===== src/rtl/shift_add_multiplier.sv =====
// -----------------------------------------------------------------------------
// shift_add_multiplier
//   Sequential unsigned WIDTH x WIDTH -> 2*WIDTH multiplier, radix-2
//   shift-and-add. A single WIDTH-bit full-adder ripple chain is reused once
//   per iteration. Operands are taken over a valid/ready input handshake and
//   the product is offered over a valid/ready output handshake.
//
//   Optional feature macro: EARLY_TERM_EN
//     When defined, RUN stops as soon as the remaining multiplier bits are all
//     zero and the accumulator is aligned with a one-step right shift.
//     When undefined, RUN always takes exactly WIDTH cycles.
//
// Ports
//   clk        in   1        clock, all state updates on posedge
//   rst        in   1        synchronous active-high reset
//   in_valid   in   1        operand pair a/b valid
//   in_ready   out  1        operands accepted (high only in IDLE)
//   a          in   WIDTH    multiplicand, unsigned
//   b          in   WIDTH    multiplier, unsigned
//   out_valid  out  1        product valid (high only in DONE)
//   out_ready  in   1        consumer accepts product
//   product    out  2*WIDTH  a*b, held stable while out_valid=1
//   busy       out  1        high while iterating (RUN)
// -----------------------------------------------------------------------------
module shift_add_multiplier #(
  parameter int WIDTH = 4
) (
  input  logic                 clk,
  input  logic                 rst,
  input  logic                 in_valid,
  output logic                 in_ready,
  input  logic [WIDTH-1:0]     a,
  input  logic [WIDTH-1:0]     b,
  output logic                 out_valid,
  input  logic                 out_ready,
  output logic [2*WIDTH-1:0]   product,
  output logic                 busy
);

  localparam int CW = $clog2(WIDTH);
  localparam logic [CW-1:0] LAST = CW'(WIDTH - 1);

  typedef enum logic [1:0] {
    S_IDLE = 2'd0,
    S_RUN  = 2'd1,
    S_DONE = 2'd2
  } state_t;

  state_t               state_q,   state_d;
  logic [WIDTH-1:0]     mcand_q,   mcand_d;
  logic [WIDTH-1:0]     acc_hi_q,  acc_hi_d;
  logic [WIDTH-1:0]     acc_lo_q,  acc_lo_d;
  logic [CW-1:0]        count_q,   count_d;
  logic [2*WIDTH-1:0]   product_q, product_d;

  // ---------------------------------------------------------------------------
  // Shared ripple-carry adder: acc_hi + (acc_lo[0] ? mcand : 0), carry-in 0.
  // ---------------------------------------------------------------------------
  logic [WIDTH-1:0]   addend;
  logic [WIDTH-1:0]   sum;
  logic [WIDTH:0]     carry;
  logic [2*WIDTH-1:0] shifted;

  assign addend   = acc_lo_q[0] ? mcand_q : '0;
  assign carry[0] = 1'b0;

  generate
    for (genvar gi = 0; gi < WIDTH; gi++) begin : g_fa
      assign sum[gi]     = acc_hi_q[gi] ^ addend[gi] ^ carry[gi];
      assign carry[gi+1] = (acc_hi_q[gi] & addend[gi]) |
                           (carry[gi] & (acc_hi_q[gi] ^ addend[gi]));
    end
  endgenerate

  // Carry becomes the new top bit, so nothing is lost on the right shift.
  assign shifted = {carry[WIDTH], sum, acc_lo_q[WIDTH-1:1]};

  // ---------------------------------------------------------------------------
  // Finish condition and final product value
  // ---------------------------------------------------------------------------
  logic               finish;
  logic [2*WIDTH-1:0] done_val;

`ifdef EARLY_TERM_EN
  // acc_lo[1 .. WIDTH-1-count] still hold unprocessed multiplier bits.
  // If they are all zero, the remaining iterations would only shift, so the
  // accumulator is shifted by the outstanding count in one go.
  logic          rem_zero;
  logic [CW-1:0] shamt;

  always_comb begin
    rem_zero = 1'b1;
    for (int i = 1; i < WIDTH; i++) begin
      if ((i + int'(count_q)) < WIDTH && acc_lo_q[i]) begin
        rem_zero = 1'b0;
      end
    end
  end

  assign shamt    = LAST - count_q;
  assign finish   = rem_zero;
  assign done_val = shifted >> shamt;
`else
  assign finish   = (count_q == LAST);
  assign done_val = shifted;
`endif

  // ---------------------------------------------------------------------------
  // State register
  // ---------------------------------------------------------------------------
  always_ff @(posedge clk) begin
    if (rst) begin
      state_q   <= S_IDLE;
      mcand_q   <= '0;
      acc_hi_q  <= '0;
      acc_lo_q  <= '0;
      count_q   <= '0;
      product_q <= '0;
    end else begin
      state_q   <= state_d;
      mcand_q   <= mcand_d;
      acc_hi_q  <= acc_hi_d;
      acc_lo_q  <= acc_lo_d;
      count_q   <= count_d;
      product_q <= product_d;
    end
  end

  // ---------------------------------------------------------------------------
  // Next-state and datapath
  // ---------------------------------------------------------------------------
  always_comb begin
    state_d   = state_q;
    mcand_d   = mcand_q;
    acc_hi_d  = acc_hi_q;
    acc_lo_d  = acc_lo_q;
    count_d   = count_q;
    product_d = product_q;
    case (state_q)
      S_IDLE: begin
        if (in_valid) begin
          mcand_d  = a;
          acc_hi_d = '0;
          acc_lo_d = b;
          count_d  = '0;
          state_d  = S_RUN;
        end
      end
      S_RUN: begin
        {acc_hi_d, acc_lo_d} = shifted;
        count_d              = count_q + 1'b1;
        if (finish) begin
          product_d = done_val;
          state_d   = S_DONE;
        end
      end
      S_DONE: begin
        // product_q is intentionally left untouched on the handshake.
        if (out_ready) begin
          state_d = S_IDLE;
        end
      end
      default: begin
        state_d = S_IDLE;
      end
    endcase
  end

  // ---------------------------------------------------------------------------
  // Outputs
  // ---------------------------------------------------------------------------
  always_comb begin
    in_ready  = (state_q == S_IDLE);
    out_valid = (state_q == S_DONE);
    busy      = (state_q == S_RUN);
    product   = product_q;
  end

endmodule


===== config.mk =====
export PLATFORM = sky130hd
export DESIGN_NAME = shift_add_multiplier
export DESIGN_NICKNAME = d
export VERILOG_FILES = /design/src/rtl/shift_add_multiplier.sv
export SDC_FILE = /design/constraint.sdc
export NUM_CORES = 1
export LEC_CHECK = 0
export BUFFER_PORTS_ARGS = -buffer_cell sky130_fd_sc_hd__buf_4
export CELL_PAD_IN_SITES_DETAIL_PLACEMENT = 2
export CELL_PAD_IN_SITES_GLOBAL_PLACEMENT = 2
export CORE_MARGIN = 2
export CORE_UTILIZATION = 33
export DETAILED_ROUTE_END_ITERATION = 10
export HOLD_SLACK_MARGIN = 0.05
export PLACE_DENSITY = 0.9
export SYNTH_ARGS = -nofsm -noshare
export SYNTH_HDL_FRONTEND = slang
export SYNTH_SLANG_ARGS = --single-unit

===== constraint.sdc =====
create_clock -name clk -period 3.4 [get_ports clk]
set_input_delay 0.68 -clock clk [delete_from_list [all_inputs] [get_ports clk]]
set_output_delay 0.68 -clock clk [all_outputs]
set_load 0.03 [all_outputs]

==> reports/qor.yml <==
status: "finished, final reports clean"
vias: 803
timing.slew.headroom: 0.700
start_util: 0.345
ys_async_sr_fraction: 0
fmax_mhz: 413
timing.final.crit_share: 0.711
drive_above_1_share: 0.198
yosysTopAreaCell: "dfxtp_1"
worst-path-stages: 3
fin_hold_ws_ns: 0.466
vdd_drop_max_mv: 0.153
crit_path_end_kind: "output pin"
avgSynthCellArea_um2: 9.23
ys_seq_area_frac: 0.460
pre_cts_slack_ns: 1.10
grt_util_all_layers: 0.153
drt_iter0_drc: 9
hold_depth: 2
synth_edf_count: 0
cp_top_family: "flip-flops"
grt-ovfl-total: 0
antenna_cells: 0
num_rows: 20
pin_count: 23
drt_drc_violations_left: 0
synth_area_leaders: "dfxtp_1, mux2i_1, a21oi_1"
cp-start-kind: "flip-flop"
r2r-start: "acc_lo_q[0]"
die_h_um: 60.2
skew_ns: 0.00816
crit_buf_inv: 2
place_congestion: 0.720
detail-route-antenna-nets: 0
cpMaxStageDelayCell: "dfxtp_1"
period_minus_slack_ns: 2.42
cap_viol_max_count: 0
drt_wl_total_mm: 2.46
core-area_um2: 3030
drt_pass1_iterations: 3
yosys_warnings: 0
rsz0062_at_grt: "false"
cts.sinks: 24
vias_per_cell: 4.59
critical_path_required_ns: 2.72
clkTransAtPathRegs_ns: 0.13
area_growth_pct: 19.1
portBuffers: 22
power_density_nw_per_um2: 393
hold_start: "product[2]"
final_cell_mix: "dfxtp_1, buf_4, nand2_1"
ys_types: 22
fp.dieW_um: 60.2
tns_ns: 0
synth_fp_nets: 130
root_buffer: "clkbuf_4"
h-tree-depth: 1
setup.worst_path.start: "state_q[0]"
cts_buffers: 3
yosysTopAreaCellShare: 0.460
fin_ws_ns: 0.981
setup_viol: 0
worstRegToRegCells: 8
synthesis.area_um2: 1040
hold_class: "reg -> reg"
fill_cells: 352
timing_hold_violations_final: 0
final_common_cell: "dfxtp_1"
synthFlopType: "dfxtp_1"
hpwl_mm: 1.89
hold_buffers: 0
maxSlewViolCount: 0
worstMarginPinSlew_ns: 0.451
grt_max_degree: 25
antenna_found_initial: 0
die_area_um2: 3630
synth_cells: 113
nets: 150
cp_max_fo: 11
ys_ff_latch: 24
post_cts_resized: 0
detail_route.wl_per_cell_um: 14.1
postPlaceCellArea_um2: 1220
critPathKind: "reg -> out"
clkLatencyLatePin_ns: 0.32
cp.arrival_ns: 1.74
cts_setup_buffers: 0
clk_path_buf_depth: 2
max_stage_delay_ns: 0.62
cts_tree: "done"
cp_cell_sequence: "nand2b_1 -> inv_1 -> buf_4"
p_leak_nw: 0.510
grt_pass1_wl_mm: 3.97
final_area_um2: 1240
grt_pass1_vias: 864
## worst paths after layout
check	end	slack (ns)
worst max register to register	acc_hi_q[2]	1.08
worst min-delay path	product[2]	0.47
worst min register to register	product[2]	0.47
worst max-delay path	busy	0.98
## layout make-up
class | instances | area (um2) | share of cell area
Multi-Input combinational cell | 79 | 508 | 0.409
Sequential cell | 24 | 480 | 0.387
Tap cell | 44 | 55.1 | 0.0443
Clock buffer | 3 | 22.5 | 0.0181
Inverter | 3 | 11.3 | 0.00906
Timing Repair Buffer | 22 | 165 | 0.133
## state kept, by name, indices dropped and copies added (netlist names)
name / flops
state_q: 2
acc_lo_q: 4
mcand_q: 4
acc_hi_q: 4
product: 8
count_q: 2
## cell families after synthesis
group,synth area share
buffers and inverters,0.0528
DFF,0.460
adders and majority gates,0.0815
AOI/OAI and AO/OA,0.118
muxes,0.0875
and+or+nand+nor,0.200
## per-stage QoR
step	instances	util	power, mW
5_1_grt	175	0.410	0.515
3_3_place_gp	172	0.403	0.365
4_1_cts	175	0.410	0.497
3_5_place_dp	172	0.403	0.370
2_1_floorplan	113	-	0.349
6_report	175	0.410	0.489
## synthesized netlist by cell type, types with 3 or more instances
| cell type | instances |
|---|---|
| nand3_1 | 5 |
| fa_1 | 3 |
| nor2_1 | 13 |
| inv_1 | 3 |
| nand2b_1 | 4 |
| clkbuf_1 | 3 |
| a21oi_1 | 12 |
| a211oi_1 | 6 |
| nand2_1 | 16 |
| mux2i_1 | 8 |
| and2_1 | 3 |
| dfxtp_1 | 24 |
## worst min-delay path, delay by kind of cell, from the launching register on
kind,cells,cell delay [ns]
and+or+nand+nor,1,0.05
AOI/OAI and AO/OA,1,0.05
DFF,1,0.33
## metal layers
layer	GRT usage	share of wire	wire length [um]
met1	0.175	0.45	1120
met2	0.280	0.49	1200
met3	0.0216	0.037	92
met4	0.0667	0.022	54
met5	0	0	0
## report_power, final
part / leakage (nW) / total [mW] / switching (mW) / internal [mW]
clock: 0.0138 / 0.126 / 0.0848 / 0.0416
sequential: 0.196 / 0.302 / 0.0106 / 0.292
combinational: 0.301 / 0.0598 / 0.0327 / 0.0272
total: 0.510 / 0.489 / 0.128 / 0.361
(Power assumes the default switching activity.)
